[config.mk]
export PLATFORM = sky130hd
export DESIGN_NAME = fork_join_sched
export DESIGN_NICKNAME = d
export VERILOG_FILES = /design/src/rtl/fork_join_sched_pkg.sv /design/src/rtl/fj_branch_timer.sv /design/src/rtl/fork_join_sched.sv
export SDC_FILE = /design/constraint.sdc
export NUM_CORES = 1
export LEC_CHECK = 0
export ABC_AREA = 1
export BUFFER_PORTS_ARGS = -buffer_cell sky130_fd_sc_hd__buf_2
export CORE_ASPECT_RATIO = 1.2
export CORE_MARGIN = 5
export CORE_UTILIZATION = 55
export CTS_CLUSTER_DIAMETER = 200
export DETAILED_ROUTE_END_ITERATION = 6
export GPL_ROUTABILITY_DRIVEN = 1
export GPL_TIMING_DRIVEN = 0
export PLACE_DENSITY = 0.78
export SYNTH_ARGS = -nofsm -noshare
export SYNTH_HDL_FRONTEND = slang
export SYNTH_SLANG_ARGS = --single-unit
[constraint.sdc]
create_clock -name clk -period 2 [get_ports clk]
set_clock_uncertainty 0.2 [all_clocks]
set_input_delay 0.2 -clock clk [delete_from_list [all_inputs] [get_ports clk]]
set_output_delay 0.2 -clock clk [all_outputs]
set_load 0.02 [all_outputs]
[src/rtl/fork_join_sched_pkg.sv]
// Shared types and default sizes for the fork/join scheduler.
// Holds the FSM state enum and the default WIDTH/CNT_W values.
package fork_join_sched_pkg;

  localparam int DEF_WIDTH = 4;
  localparam int DEF_CNT_W = 8;

  typedef enum logic [1:0] {
    IDLE = 2'd0,
    RUN  = 2'd1,
    JOIN = 2'd2
  } state_e;

endpackage

[src/rtl/fj_branch_timer.sv]
// Branch delay timer: load a delay (0 treated as 1), count down,
// and flag the cycle in which the branch must act.
//   clk, rst_n : clock, synchronous active-low reset
//   i_load     : load i_dly into the counter
//   i_dly      : delay in cycles
//   o_expire   : high in the cycle whose rising edge performs the write
module fj_branch_timer #(
  parameter int CNT_W = 8
) (
  input  logic             clk,
  input  logic             rst_n,
  input  logic             i_load,
  input  logic [CNT_W-1:0] i_dly,
  output logic             o_expire
);

  logic [CNT_W-1:0] r_cnt;

  always_ff @(posedge clk) begin
    if (!rst_n) begin
      r_cnt <= '0;
    end else if (i_load) begin
      r_cnt <= (i_dly == '0) ? CNT_W'(1) : i_dly;
    end else if (r_cnt != '0) begin
      r_cnt <= r_cnt - 1'b1;
    end
  end

  // A count of 1 means the next edge is the one that is dly edges
  // after the load edge.
  assign o_expire = (r_cnt == CNT_W'(1));

endmodule

[src/rtl/fork_join_sched.sv]
// Fork/join scheduler: an input change launches branch A (writes ret1),
// branch B follows once ret1 changes (writes ret2), then a join pulse.
//   clk, rst_n       : clock, synchronous active-low reset
//   value1, value2   : branch sources and trigger sources
//   dly_a, dly_b     : branch delays, captured at launch
//   ret1, ret2       : branch result registers
//   busy, done       : fork in progress, one-cycle join pulse
//   b_skip           : join pulse where branch B was abandoned
module fork_join_sched
  import fork_join_sched_pkg::*;
#(
  parameter int WIDTH = DEF_WIDTH,
  parameter int CNT_W = DEF_CNT_W
) (
  input  logic             clk,
  input  logic             rst_n,
  input  logic [WIDTH-1:0] value1,
  input  logic [WIDTH-1:0] value2,
  input  logic [CNT_W-1:0] dly_a,
  input  logic [CNT_W-1:0] dly_b,
  output logic [WIDTH-1:0] ret1,
  output logic [WIDTH-1:0] ret2,
  output logic             busy,
  output logic             done,
  output logic             b_skip
);

  state_e           r_state;
  state_e           w_next;
  logic [WIDTH-1:0] r_copy1;
  logic [WIDTH-1:0] r_copy2;
  logic [WIDTH-1:0] r_ret1;
  logic [WIDTH-1:0] r_ret2;
  logic [CNT_W-1:0] r_dly_b;
  logic             r_a_fin;
  logic             r_b_fin;
  logic             r_skip;

  logic w_trig;
  logic w_launch;
  logic w_a_tmr;
  logic w_b_tmr;
  logic w_a_exp;
  logic w_b_exp;
  logic w_a_chg;
  logic w_b_load;

  assign w_trig   = (value1 != r_copy1) || (value2 != r_copy2);
  assign w_launch = (r_state == IDLE) && w_trig;
  assign w_a_exp  = w_a_tmr && (r_state == RUN);
  assign w_b_exp  = w_b_tmr && (r_state == RUN);
  assign w_a_chg  = (value1 != r_ret1);
  assign w_b_load = w_a_exp && w_a_chg;

  fj_branch_timer #(.CNT_W(CNT_W)) u_tmr_a (
    .clk     (clk),
    .rst_n   (rst_n),
    .i_load  (w_launch),
    .i_dly   (dly_a),
    .o_expire(w_a_tmr)
  );

  fj_branch_timer #(.CNT_W(CNT_W)) u_tmr_b (
    .clk     (clk),
    .rst_n   (rst_n),
    .i_load  (w_b_load),
    .i_dly   (r_dly_b),
    .o_expire(w_b_tmr)
  );

  always_comb begin
    w_next = r_state;
    unique case (r_state)
      IDLE: if (w_trig) w_next = RUN;
      RUN: begin
        // A skip is registered first, so skip joins one edge later.
        if (r_a_fin && (r_b_fin || w_b_exp)) w_next = JOIN;
      end
      JOIN:    w_next = IDLE;
      default: w_next = IDLE;
    endcase
  end

  always_ff @(posedge clk) begin
    if (!rst_n) begin
      r_state <= IDLE;
      r_copy1 <= value1;
      r_copy2 <= value2;
      r_ret1  <= '0;
      r_ret2  <= '0;
      r_dly_b <= '0;
      r_a_fin <= 1'b0;
      r_b_fin <= 1'b0;
      r_skip  <= 1'b0;
    end else begin
      r_state <= w_next;
      r_copy1 <= value1;
      r_copy2 <= value2;
      if (w_launch) begin
        r_dly_b <= dly_b;
        r_a_fin <= 1'b0;
        r_b_fin <= 1'b0;
        r_skip  <= 1'b0;
      end
      if (w_a_exp) begin
        r_a_fin <= 1'b1;
        if (w_a_chg) begin
          r_ret1 <= value1;
        end else begin
          r_b_fin <= 1'b1;
          r_skip  <= 1'b1;
        end
      end
      if (w_b_exp) begin
        r_ret2  <= value2;
        r_b_fin <= 1'b1;
      end
    end
  end

  assign ret1   = r_ret1;
  assign ret2   = r_ret2;
  assign busy   = (r_state != IDLE);
  assign done   = (r_state == JOIN);
  assign b_skip = (r_state == JOIN) && r_skip;

endmodule

# Yosys cells after proc, flatten, opt, wreduce, memory -nomap -nowiden
# Index checks and enable logic that the tools add are counted.
[totals]
latch_bits = 0
output_inout_bits = 11
reg_bits = 45
romBits = 0
memories = 0
mem_bits_rw = 0
[op_classes]
eq_ne = 9
muxes = 18
n_div = 0
n_reduce_logical = 19
bitwise = 0
shift = 0
magnitude_cmp = 0
n_addsub = 2
n_mul = 0
[op_table]
columns = ["cell", "count"]
rows = [
  ["8-bit two-way mux", 6],
  ["8-bit by 1-bit == test with 1-bit output, second input constant", 2],
  ["8-bit zero test", 2],
  ["8-bit nonzero test", 2],
  ["8-bit by 1-bit subtractor with 8-bit output, second input constant", 2],
  ["4-bit inequality test", 3],
  ["1-bit two-way mux", 9],
  ["2-bit nonzero test", 4],
  ["1-bit logical AND", 6],
  ["2-bit two-way mux", 2],
  ["2-bit one-hot mux with 2 select lines", 1],
  ["2-bit AND reduction", 2],
  ["2-bit by 1-bit == test with 1-bit output, second input constant", 1],
  ["2-bit == test, second input constant", 1],
  ["2-bit zero test", 1],
  ["1-bit logical OR", 2],
  ["2-bit by 1-bit inequality test with 1-bit output, second input constant", 1],
  ["2-bit inequality test, second input constant", 1],
]

# Longest topological paths before layout
# Gate-level depths: netlist of run 1.
[depth]
ltp_word = 7
ltp_mapped = 11
mapped_depth_nobuf = 11

# Hierarchy
# Synthesis of run 1 repeated with hierarchy kept, for this count alone.
[hier_totals]
cells_unflattened = 333
hier_area_um2 = 2341.0
[modules_own_cells]
columns = ["module", "instances", "area_per_inst_um2", "cells_each"]
rows = [
  ["fork_join_sched", 1, 1197.4, 153],
  ["fj_branch_timer", 2, 571.8, 90],
]

# Worst setup path before layout of run 1
# Ideal clock, no wire load.
[synth_path]
kind = "register -> register"
from = "reg u_tmr_a.r_cnt[1]"
to = "reg u_tmr_b.r_cnt[5]"
setup_ns = 0.132
t_arrival_ns = 1.204
path_stages_with_launch = 9
n_path_buf = 1
setup_slack_ns = 0.463
synth_period_minus_slack_ns = 1.537
t_required_ns = 1.668
path_cell_list = "dfxtp_1 inv_1 ha_1 nand2_1 nor3_4 nand2_4 buf_6 nand3_1 a21oi_1"
[synth_via]
elab_chain_len = 4
[synth_lines]
columns = ["item", "line", "text"]
rows = [
  ["start: declaration", "fj_branch_timer.sv:17", "logic [CNT_W-1:0] r_cnt;"],
  ["start signal: assignment", "fj_branch_timer.sv:23", "r_cnt <= (i_dly == '0) ? CNT_W'(1) : i_dly;"],
  ["start signal: assignment", "fj_branch_timer.sv:25", "r_cnt <= r_cnt - 1'b1;"],
  ["8-bit by 1-bit == test with 1-bit output *", "fj_branch_timer.sv:31", "assign o_expire = (r_cnt == CNT_W'(1));"],
  ["1-bit logical AND *", "fork_join_sched.sv:50", "assign w_a_exp = w_a_tmr && (r_state == RUN);"],
  ["1-bit logical AND *", "fork_join_sched.sv:53", "assign w_b_load = w_a_exp && w_a_chg;"],
  ["8-bit two-way mux or 2-bit nonzero test (tied branches)", "n/a", ""],
  ["end signal: assignment", "fj_branch_timer.sv:23", ""],
  ["end signal: assignment", "fj_branch_timer.sv:25", ""],
  ["end: declaration", "fj_branch_timer.sv:17", ""],
]
# Mark *: on every way between the ends. The rest lies on a longest branch, timed or not.
# A chain may end at the register's enable or synchronous reset.

# Final worst setup path of run 1
[layout_path]
from = "in value2[0]"
to = "reg u_tmr_a.r_cnt[5]"
[layout_via]
elab_chain_len = 4
[layout_lines]
columns = ["item", "line", "text"]
rows = [
  ["start: declaration", "fork_join_sched.sv:18", "input logic [WIDTH-1:0] value2,"],
  ["4-bit inequality test *", "fork_join_sched.sv:48", "assign w_trig = (value1 != r_copy1) || (value2 != r_copy2);"],
  ["1-bit logical OR *", "fork_join_sched.sv:48", ""],
  ["1-bit logical AND *", "fork_join_sched.sv:49", "assign w_launch = (r_state == IDLE) && w_trig;"],
  ["8-bit two-way mux or 2-bit nonzero test (tied branches)", "n/a", ""],
]
# Marked as above.

==> impl_metrics.sql, run 1 <==
INSERT INTO impl_metrics (metric_group, metric, value, unit) VALUES
('synthesis', 'seq_area_frac_synth', '40.7', '%'),
('worst_setup_path', 'timing.critical_path.to_type', 'register', ''),
('timing', 'tns', '0', 'ns'),
('place', 'finalWeightedCongestion', '0.820', ''),
('clocking', 'clock_tree.buffer_depth', '2', ''),
('timing', 'total_count_of_max_transition_violations_in_the_final_report', '0', ''),
('min_path', 'hold-path-cell-count', '5', ''),
('synthesis', 'asr_flop_ratio_synth', '0', '%'),
('worst_setup_path', 'cp_slowest_cell', 'sky130_fd_sc_hd__dlygate4sd3_1', ''),
('finish', 'layout.cell_area.non_filler', '0.00280', 'mm2'),
('worst_setup_path', 'critPathTopFamily', 'buffers and inverters', ''),
('clocking', 'postCtsSetupBuffers', '0', ''),
('global_routing', 'grt_pass1_vias', '2028', ''),
('detailed_routing', 'drt-wirelength-per-cell', '12.1', 'um'),
('clocking', 'tritoncts', 'yes', ''),
('detailed_routing', 'detail_route.wirelength', '5090', 'um'),
('timing', 'post-route-min-period', '1.88', 'ns'),
('worst_setup_path', 'worst_r2r_path_depth', '8', ''),
('timing', 'fin_ws', '0.118', 'ns'),
('power', 'combPwrFrac', '32.2', '%'),
('synthesis', 'cell_taking_the_most_area_after_synthesis', 'sky130_fd_sc_hd__dfxtp_1', ''),
('synthesis', 'ys_top_cells_by_count', 'sky130_fd_sc_hd__nand2_1 (72), sky130_fd_sc_hd__dfxtp_1 (45), sky130_fd_sc_hd__nand3_1 (32)', ''),
('detailed_routing', 'detail_route.first_pass.iterations', '4', ''),
('die', 'die_height', '79.5', 'um'),
('worst_setup_path', 'critical_path.reg2reg.endpoint', 'u_tmr_b.r_cnt[4]$_SDFFE_PN0P_', ''),
('clocking', 'clock_tree.root_cell', 'sky130_fd_sc_hd__clkbuf_8', ''),
('clocking', 'clock_edge_transition_at_the_registers_on_the_reported_setup_and_hold_paths', '0.08', 'ns'),
('synthesis', 'post-synth-top-area-fraction', '40.7', '%'),
('power', 'vdd_drop_max', '0.793', 'mV'),
('synthesis', 'dominantRegCellSynth', 'sky130_fd_sc_hd__dfxtp_1', ''),
('clocking', 'h_tree_levels', '2', ''),
('finish', 'share_of_cells_above_drive_strength_1', '18.8', '%'),
('synthesis', 'ys_seq_elements', '45', ''),
('die', 'die_x', '67.9', 'um'),
('place', 'buffer_ports.inserted', '36', ''),
('power', 'p_sw', '861', 'uW'),
('power', 'power_internal', '1780', 'uW'),
('worst_setup_path', 'cpMostUsedCell', 'sky130_fd_sc_hd__nand2_1', ''),
('synthesis', 'number_of_synthesized_flops_with_an_enable_pin', '0', ''),
('place', 'dp_hpwl', '3590', 'um'),
('synthesis', 'synth.most_common_cell', 'sky130_fd_sc_hd__nand2_1', ''),
('finish', 'final_net_count', '397', ''),
('synthesis', 'average_cell_area_after_synthesis', '7.35', 'um2'),
('place', 'dp_slack', '0.283', 'ns'),
('worst_setup_path', 'path_buf_inv', '4', ''),
('synthesis', 'synth.area.top_cells', 'sky130_fd_sc_hd__dfxtp_1 (41%), sky130_fd_sc_hd__nand2_1 (12%), sky130_fd_sc_hd__nand3_1 (7.2%)', ''),
('synthesis', 'yosysWarningCount', '0', ''),
('die', 'design.portCount', '37', ''),
('clocking', 'insertion_delay', '0.29', 'ns'),
('detailed_routing', 'drt.antenna.violating_nets', '0', ''),
('min_path', 'worst_hold_path_type', 'in2reg', ''),
('timing', 'final-setup-viol-count', '0', ''),
('global_routing', 'global_route_wire_length_before_repair', '8670', 'um'),
('finish', 'antenna-diode-count', '0', ''),
('die', 'core-area', '0.00391', 'mm2'),
('die', 'placementRows', '25', ''),
('worst_setup_path', 'worstSetupStartpointType', 'input pin', ''),
('worst_setup_path', 'crit_path_cell_trace', 'dlygate4sd3_1, buf_2, inv_1, nand2_1, nand2_1, nand2_1, nor2_1, nand2_4, nand2_4, buf_6, nand2_1, o21ai_1, nor2_1', ''),
('timing', 'max_clock_freq', '531', 'MHz'),
('timing', 'period_utilization_post_route', '94.1', '%'),
('global_routing', 'globalRouteOverflowTotal', '0', ''),
('place', 'placedInstanceArea', '0.00246', 'mm2'),
('run_status', 'run_status', 'finished clean', ''),
('finish', 'final_core_utilization', '71.6', '%'),
('power', 'clock_power_share', '26.5', '%'),
('timing', 'hold_violations', '0', ''),
('detailed_routing', 'first_iter_violations', '131', ''),
('synthesis', 'synth_cells', '301', ''),
('power', 'switching_fraction_of_total_power', '32.6', '%'),
('worst_setup_path', 'rr_startpoint', 'u_tmr_a.r_cnt[1]$_SDFFE_PN0P_', ''),
('detailed_routing', 'drt-vias-per-instance', '4.97', '');
==> registers in the layout, indices dropped and copies added (netlist names), 2 cells and up <==
name / flops
ret1: 4
r_dly_b: 8
r_state: 2
u_tmr_b.r_cnt: 8
r_copy1: 4
ret2: 4
u_tmr_a.r_cnt: 8
r_copy2: 4
==> cell type report <==
cell class / count / area, um2
multi-input cells: 216 / 1130
fillers: 333 / 1110
flip-flops and latches: 45 / 901
repair buffers: 58 / 400
inverters: 32 / 123
clock buffers: 7 / 86.3
well taps: 54 / 67.6
plain buffers: 8 / 63.8
clock inverters: 1 / 30.0
==> metal layers <==
layer | share of wire [%] | global-route usage (%) | wire length, um | vias to the layer above
met4 | 1.9 | 7.16 | 95 | 0
met1 | 41 | 23.2 | 2070 | 941
met5 | 0 | 0 | 0 | -
li1 | - | - | - | 1096
met2 | 54 | 37.5 | 2730 | 45
met3 | 3.9 | 5.07 | 199 | 12
==> power groups by stage <==
stage,sequential [uW],combinational (uW),clock (uW)
after floorplan,1110,629,0
after global placement,1110,792,0
after detailed placement,1110,808,0
after CTS,1090,851,708
after global routing,1100,970,753
final,1090,849,699
==> cells in the final DEF, fill, tap and decap left out, types with 7 or more instances in the layout <==
master	instances
sky130_fd_sc_hd__nand2_1	72
sky130_fd_sc_hd__dfxtp_1	45
sky130_fd_sc_hd__buf_2	36
sky130_fd_sc_hd__nand3_1	32
sky130_fd_sc_hd__inv_1	30
sky130_fd_sc_hd__a21oi_1	27
sky130_fd_sc_hd__nor2_1	24
sky130_fd_sc_hd__dlygate4sd3_1	22
sky130_fd_sc_hd__o21ai_0	10
sky130_fd_sc_hd__nor2_2	7
sky130_fd_sc_hd__xor2_1	7
==> worst max-delay path by stage <==
stage,startpoint,end,cells past startpoint
after floorplan,u_tmr_a.r_cnt[1]$_SDFFE_PN0P_,u_tmr_b.r_cnt[5]$_SDFFE_PN0P_,8
after global placement,u_tmr_a.r_cnt[1]$_SDFFE_PN0P_,u_tmr_b.r_cnt[7]$_SDFFE_PN0P_,8
after detailed placement,u_tmr_a.r_cnt[1]$_SDFFE_PN0P_,u_tmr_b.r_cnt[7]$_SDFFE_PN0P_,8
after CTS,r_state[0]$_SDFFE_PN0P_,busy,4
after global routing,value2[3],u_tmr_a.r_cnt[5]$_SDFFE_PN0P_,13
final,value2[0],u_tmr_a.r_cnt[5]$_SDFFE_PN0P_,13
==> tightest hold or removal path, stage by stage <==
cell	delay, ns
sky130_fd_sc_hd__buf_2	0.11
sky130_fd_sc_hd__nand3_1	0.07
sky130_fd_sc_hd__nand2_1	0.05
sky130_fd_sc_hd__nand2_1	0.05
sky130_fd_sc_hd__nor2_1	0.03
==> logic make-up (layout without fill, tap and decap cells) <==
family | after synthesis | after routing | share of synthesized area, %
compound gates | 44 | 44 | 10.5
flops | 45 | 45 | 40.7
fa+ha+maj | 5 | 5 | 2.83
simple gates | 154 | 154 | 32.4
xor+xnor | 13 | 13 | 5.15
buf+inv | 40 | 106 | 8.43
==> metrics by stage <==
step | hold WS [ns] | power (uW) | cells
CTS | 0.0542 | 2650 | 421
floorplan | 0.0277 | 1740 | 301
global route | 0.0882 | 2830 | 421
finish | 0.0604 | 2640 | 421
detailed placement | 0.135 | 1910 | 391
global placement | 0.130 | 1900 | 391
==> timing repair <==
| action | in CTS | in global routing |
|---|---|---|
| hold buffers | 22 | 0 |
| gates resized for setup | 0 | 1 |
| hold endpoints to repair | 25 | 0 |
| endpoints found under the setup margin | 0 | 1 |
Note: power is estimated with default switching activity, not from simulation.
==> run 2: changes to the inputs <==
- CELL_PAD_IN_SITES_DETAIL_PLACEMENT: unset -> 0
- CELL_PAD_IN_SITES_GLOBAL_PLACEMENT: unset -> 1
- CORE_UTILIZATION: 55 -> 40
- PLACE_DENSITY: 0.78 -> unset
- PLACE_DENSITY_LB_ADDON: unset -> 0.1
==> run 2 against run 1 <==
Design area rose by 0.45%. Clock-buffer cell count is the same. Die area rose by 32%. Fmax up 4.0%. Critical path depth is 3 lower. Sequential share of layout area decreased by 0.14 points. Combinational power hardly changed. Core utilization down 19 points. Final cell count grew 1.9%. Register-to-register slack better by 0.02 ns. Critical endpoint is now u_tmr_a.r_cnt[6]$_SDFFE_PN0P_.
==> impl_metrics.sql, run 2 (synthesized netlist as in run 1, its figures left out) <==
INSERT INTO impl_metrics (metric_group, metric, value, unit) VALUES
('die', 'placementRows', '29', ''),
('detailed_routing', 'detailroute.via_count', '2021', ''),
('min_path', 'min_to', 'u_tmr_a.r_cnt[2]$_SDFFE_PN0P_', ''),
('finish', 'post_layout_nonfiller_instances', '429', ''),
('clocking', 'cts_sinks', '45', ''),
('global_routing', 'grt_pass1_vias', '1994', ''),
('timing', 'period_utilization_post_route', '90.5', '%'),
('worst_setup_path', 'rr_startpoint', 'u_tmr_a.r_cnt[1]$_SDFFE_PN0P_', ''),
('finish', 'antenna-diode-count', '0', ''),
('clocking', 'clock_edge_transition_at_the_registers_on_the_reported_setup_and_hold_paths', '0.09', 'ns'),
('finish', 'fillerInstances', '547', ''),
('die', 'initial_utilization', '41.4', '%'),
('worst_setup_path', 'reg2reg_setup_slack', '0.26', 'ns'),
('global_routing', 'grt_util_all_layers', '15.3', '%'),
('place', 'finalWeightedCongestion', '0.748', ''),
('min_path', 'hold-path-cell-count', '5', ''),
('worst_setup_path', 'timing.critical_path.to_type', 'register', ''),
('worst_setup_path', 'critical_path.reg2reg.endpoint', 'u_tmr_b.r_cnt[7]$_SDFFE_PN0P_', ''),
('power', 'pwr_density_cell', '944', 'mW/mm2'),
('die', 'die_height', '91.4', 'um'),
('detailed_routing', 'first_iter_violations', '69', ''),
('timing', 'worst_slew_margin_rel', '69.0', '%'),
('worst_setup_path', 'critical_path_class', 'in2reg', ''),
('worst_setup_path', 'worst_r2r_path_depth', '8', ''),
('die', 'total_die_area', '0.00712', 'mm2'),
('run_status', 'run_status', 'finished clean', ''),
('global_routing', 'grt_max_degree', '14', ''),
('clocking', 'tritoncts', 'yes', ''),
('power', 'cellLeakagePower', '0.00135', 'uW'),
('clocking', 'postCtsSetupBuffers', '0', ''),
('timing', 'worst_hold_slack', '0.0460', 'ns'),
('min_path', 'timing.hold.worst.start', 'dly_a[2]', ''),
('worst_setup_path', 'critical_path.max_fanout', '6', ''),
('timing', 'worst-slew-pin-transition', '0.465', 'ns'),
('finish', 'commonest_cells_after_routing_fill_and_taps_aside', 'sky130_fd_sc_hd__nand2_1 (72), sky130_fd_sc_hd__dfxtp_1 (45), sky130_fd_sc_hd__buf_2 (36)', ''),
('finish', 'regArea', '901', 'um2'),
('timing', 'tns', '0', 'ns'),
('finish', 'mostFrequentLayoutCell', 'sky130_fd_sc_hd__nand2_1', ''),
('detailed_routing', 'drt-vias-per-instance', '4.71', ''),
('die', 'design.portCount', '37', ''),
('place', 'buffer_ports.inserted', '36', ''),
('detailed_routing', 'detail_route.wirelength', '5080', 'um'),
('finish', 'final_net_count', '397', ''),
('timing', 'rsz_0062_raised_after_global_routing', 'false', ''),
('clocking', 'number_of_clock_buffers_inserted_by_tritoncts', '5', ''),
('detailed_routing', 'detail_route.first_pass.iterations', '4', ''),
('power', 'finalPower', '2650', 'uW'),
('run', 'maxCapViolations', '0', ''),
('place', 'dp_hpwl', '3820', 'um'),
('detailed_routing', 'drt-wirelength-per-cell', '11.9', 'um'),
('timing', 'fin_ws', '0.190', 'ns'),
('finish', 'biggestRegsByFlops', 'r_dly_b (8), u_tmr_a.r_cnt (8), u_tmr_b.r_cnt (8)', ''),
('global_routing', 'antenna_violations_before_repair', '0', ''),
('worst_setup_path', 'crit_path_cell_trace', 'dlygate4sd3_1, buf_2, xnor2_1, nand2_1, nor2_2, nand2_4, nand2_4, nand2_2, nand2_1, nor2_1', ''),
('timing', 'total_count_of_max_transition_violations_in_the_final_report', '0', ''),
('power', 'vdd_drop_max', '0.590', 'mV'),
('timing', 'max_clock_freq', '552', 'MHz'),
('worst_setup_path', 'critical_path_required', '1.99', 'ns'),
('global_routing', 'globalRouteOverflowTotal', '0', ''),
('clocking', 'clock_tree.root_cell', 'sky130_fd_sc_hd__clkbuf_8', ''),
('clocking', 'h_tree_levels', '2', ''),
('die', 'die_x', '77.9', 'um'),
('detailed_routing', 'route.detailed.drc', '0', ''),
('worst_setup_path', 'slowest_delay', '0.54', 'ns'),
('finish', 'multi_input_gate_area', '0.00113', 'mm2'),
('worst_setup_path', 'worstSetupStartpointType', 'input pin', ''),
('clocking', 'insertion_delay', '0.30', 'ns'),
('die', 'core-area', '0.00533', 'mm2'),
('finish', 'share_of_cells_above_drive_strength_1', '19.1', '%'),
('finish', 'synthToLayoutAreaGrowth', '27.1', '%'),
('detailed_routing', 'drt.antenna.violating_nets', '0', ''),
('min_path', 'worst_hold_path_type', 'in2reg', ''),
('place', 'dp_slack', '0.271', 'ns'),
('global_routing', 'global_route_wire_length_before_repair', '8870', 'um'),
('clocking', 'clock_tree.buffer_depth', '2', ''),
('timing', 'final-setup-viol-count', '0', ''),
('timing', 'hold_violations', '0', ''),
('worst_setup_path', 'cp_slowest_cell', 'sky130_fd_sc_hd__dlygate4sd3_1', ''),
('place', 'dp.cells', '399', ''),
('worst_setup_path', 'timing.critical_path.arrival', '1.80', 'ns'),
('timing', 'post-route-min-period', '1.81', 'ns');
## run 2: changes by cell type in the layout (fill, tap and decap cells not counted)
cell,delta
sky130_fd_sc_hd__nor2_1,-1
sky130_fd_sc_hd__nor2_2,+1
## run 2: per-layer routing
layer  GRT usage, %  part of all wire [%]  wire [um]
met5              0                     0          0
met2           26.5                    50       2550
met4           5.16                   1.4         72
met1           18.3                    45       2290
met3           3.56                   3.3        170
## run 2: how the worst max path moves through the flow
stage | startpoint | to | slack [ns] | cells past startpoint
5_1_grt | value2[1] | u_tmr_a.r_cnt[5]$_SDFFE_PN0P_ | 0.004 | 12
6_report | value1[3] | u_tmr_a.r_cnt[6]$_SDFFE_PN0P_ | 0.19 | 10
3_3_place_gp | u_tmr_a.r_cnt[1]$_SDFFE_PN0P_ | u_tmr_b.r_cnt[7]$_SDFFE_PN0P_ | 0.26 | 8
2_1_floorplan | u_tmr_a.r_cnt[1]$_SDFFE_PN0P_ | u_tmr_b.r_cnt[5]$_SDFFE_PN0P_ | 0.46 | 8
3_5_place_dp | u_tmr_a.r_cnt[1]$_SDFFE_PN0P_ | u_tmr_b.r_cnt[7]$_SDFFE_PN0P_ | 0.27 | 8
4_1_cts | r_state[0]$_SDFFE_PN0P_ | busy | 0.05 | 4
## run 2: worst max-delay path: cells and delay by family
| family | cells | cell delay [ns] |
|---|---|---|
| buffers and inverters | 2 | 0.70 |
| and+or+nand+nor | 7 | 0.74 |
| xor gates and xnor gates | 1 | 0.16 |
## run 2: final cells by class
| cell class | instances | area share, % |
|---|---|---|
| clock buffers | 7 | 3.07 |
| plain buffers | 8 | 2.27 |
| well taps | 62 | 2.76 |
| flip-flops and latches | 45 | 32.1 |
| repair buffers | 58 | 14.2 |
| inverters | 32 | 4.36 |
| multi-input cells | 216 | 40.2 |
| clock inverters | 1 | 1.07 |
## run 2: stage by stage
stage | util, % | instance area (um2)
6_report | 52.7 | 2810
4_1_cts | 52.6 | 2810
2_1_floorplan | - | 2210
5_1_grt | 52.7 | 2810
3_3_place_gp | 46.3 | 2470
3_5_place_dp | 46.3 | 2470
## run 2: power breakdown
part / switching, uW / total (uW) / internal [uW]
combinational: 486 / 849 / 363
clock: 310 / 718 / 408
sequential: 79.2 / 1090 / 1010
## run 2: timing repair
action                                  4_1_cts  5_1_grt
endpoints found under the setup margin        0       14
hold endpoints to repair                     26        0
resized for setup                             0        2
hold buffers                                 22        0
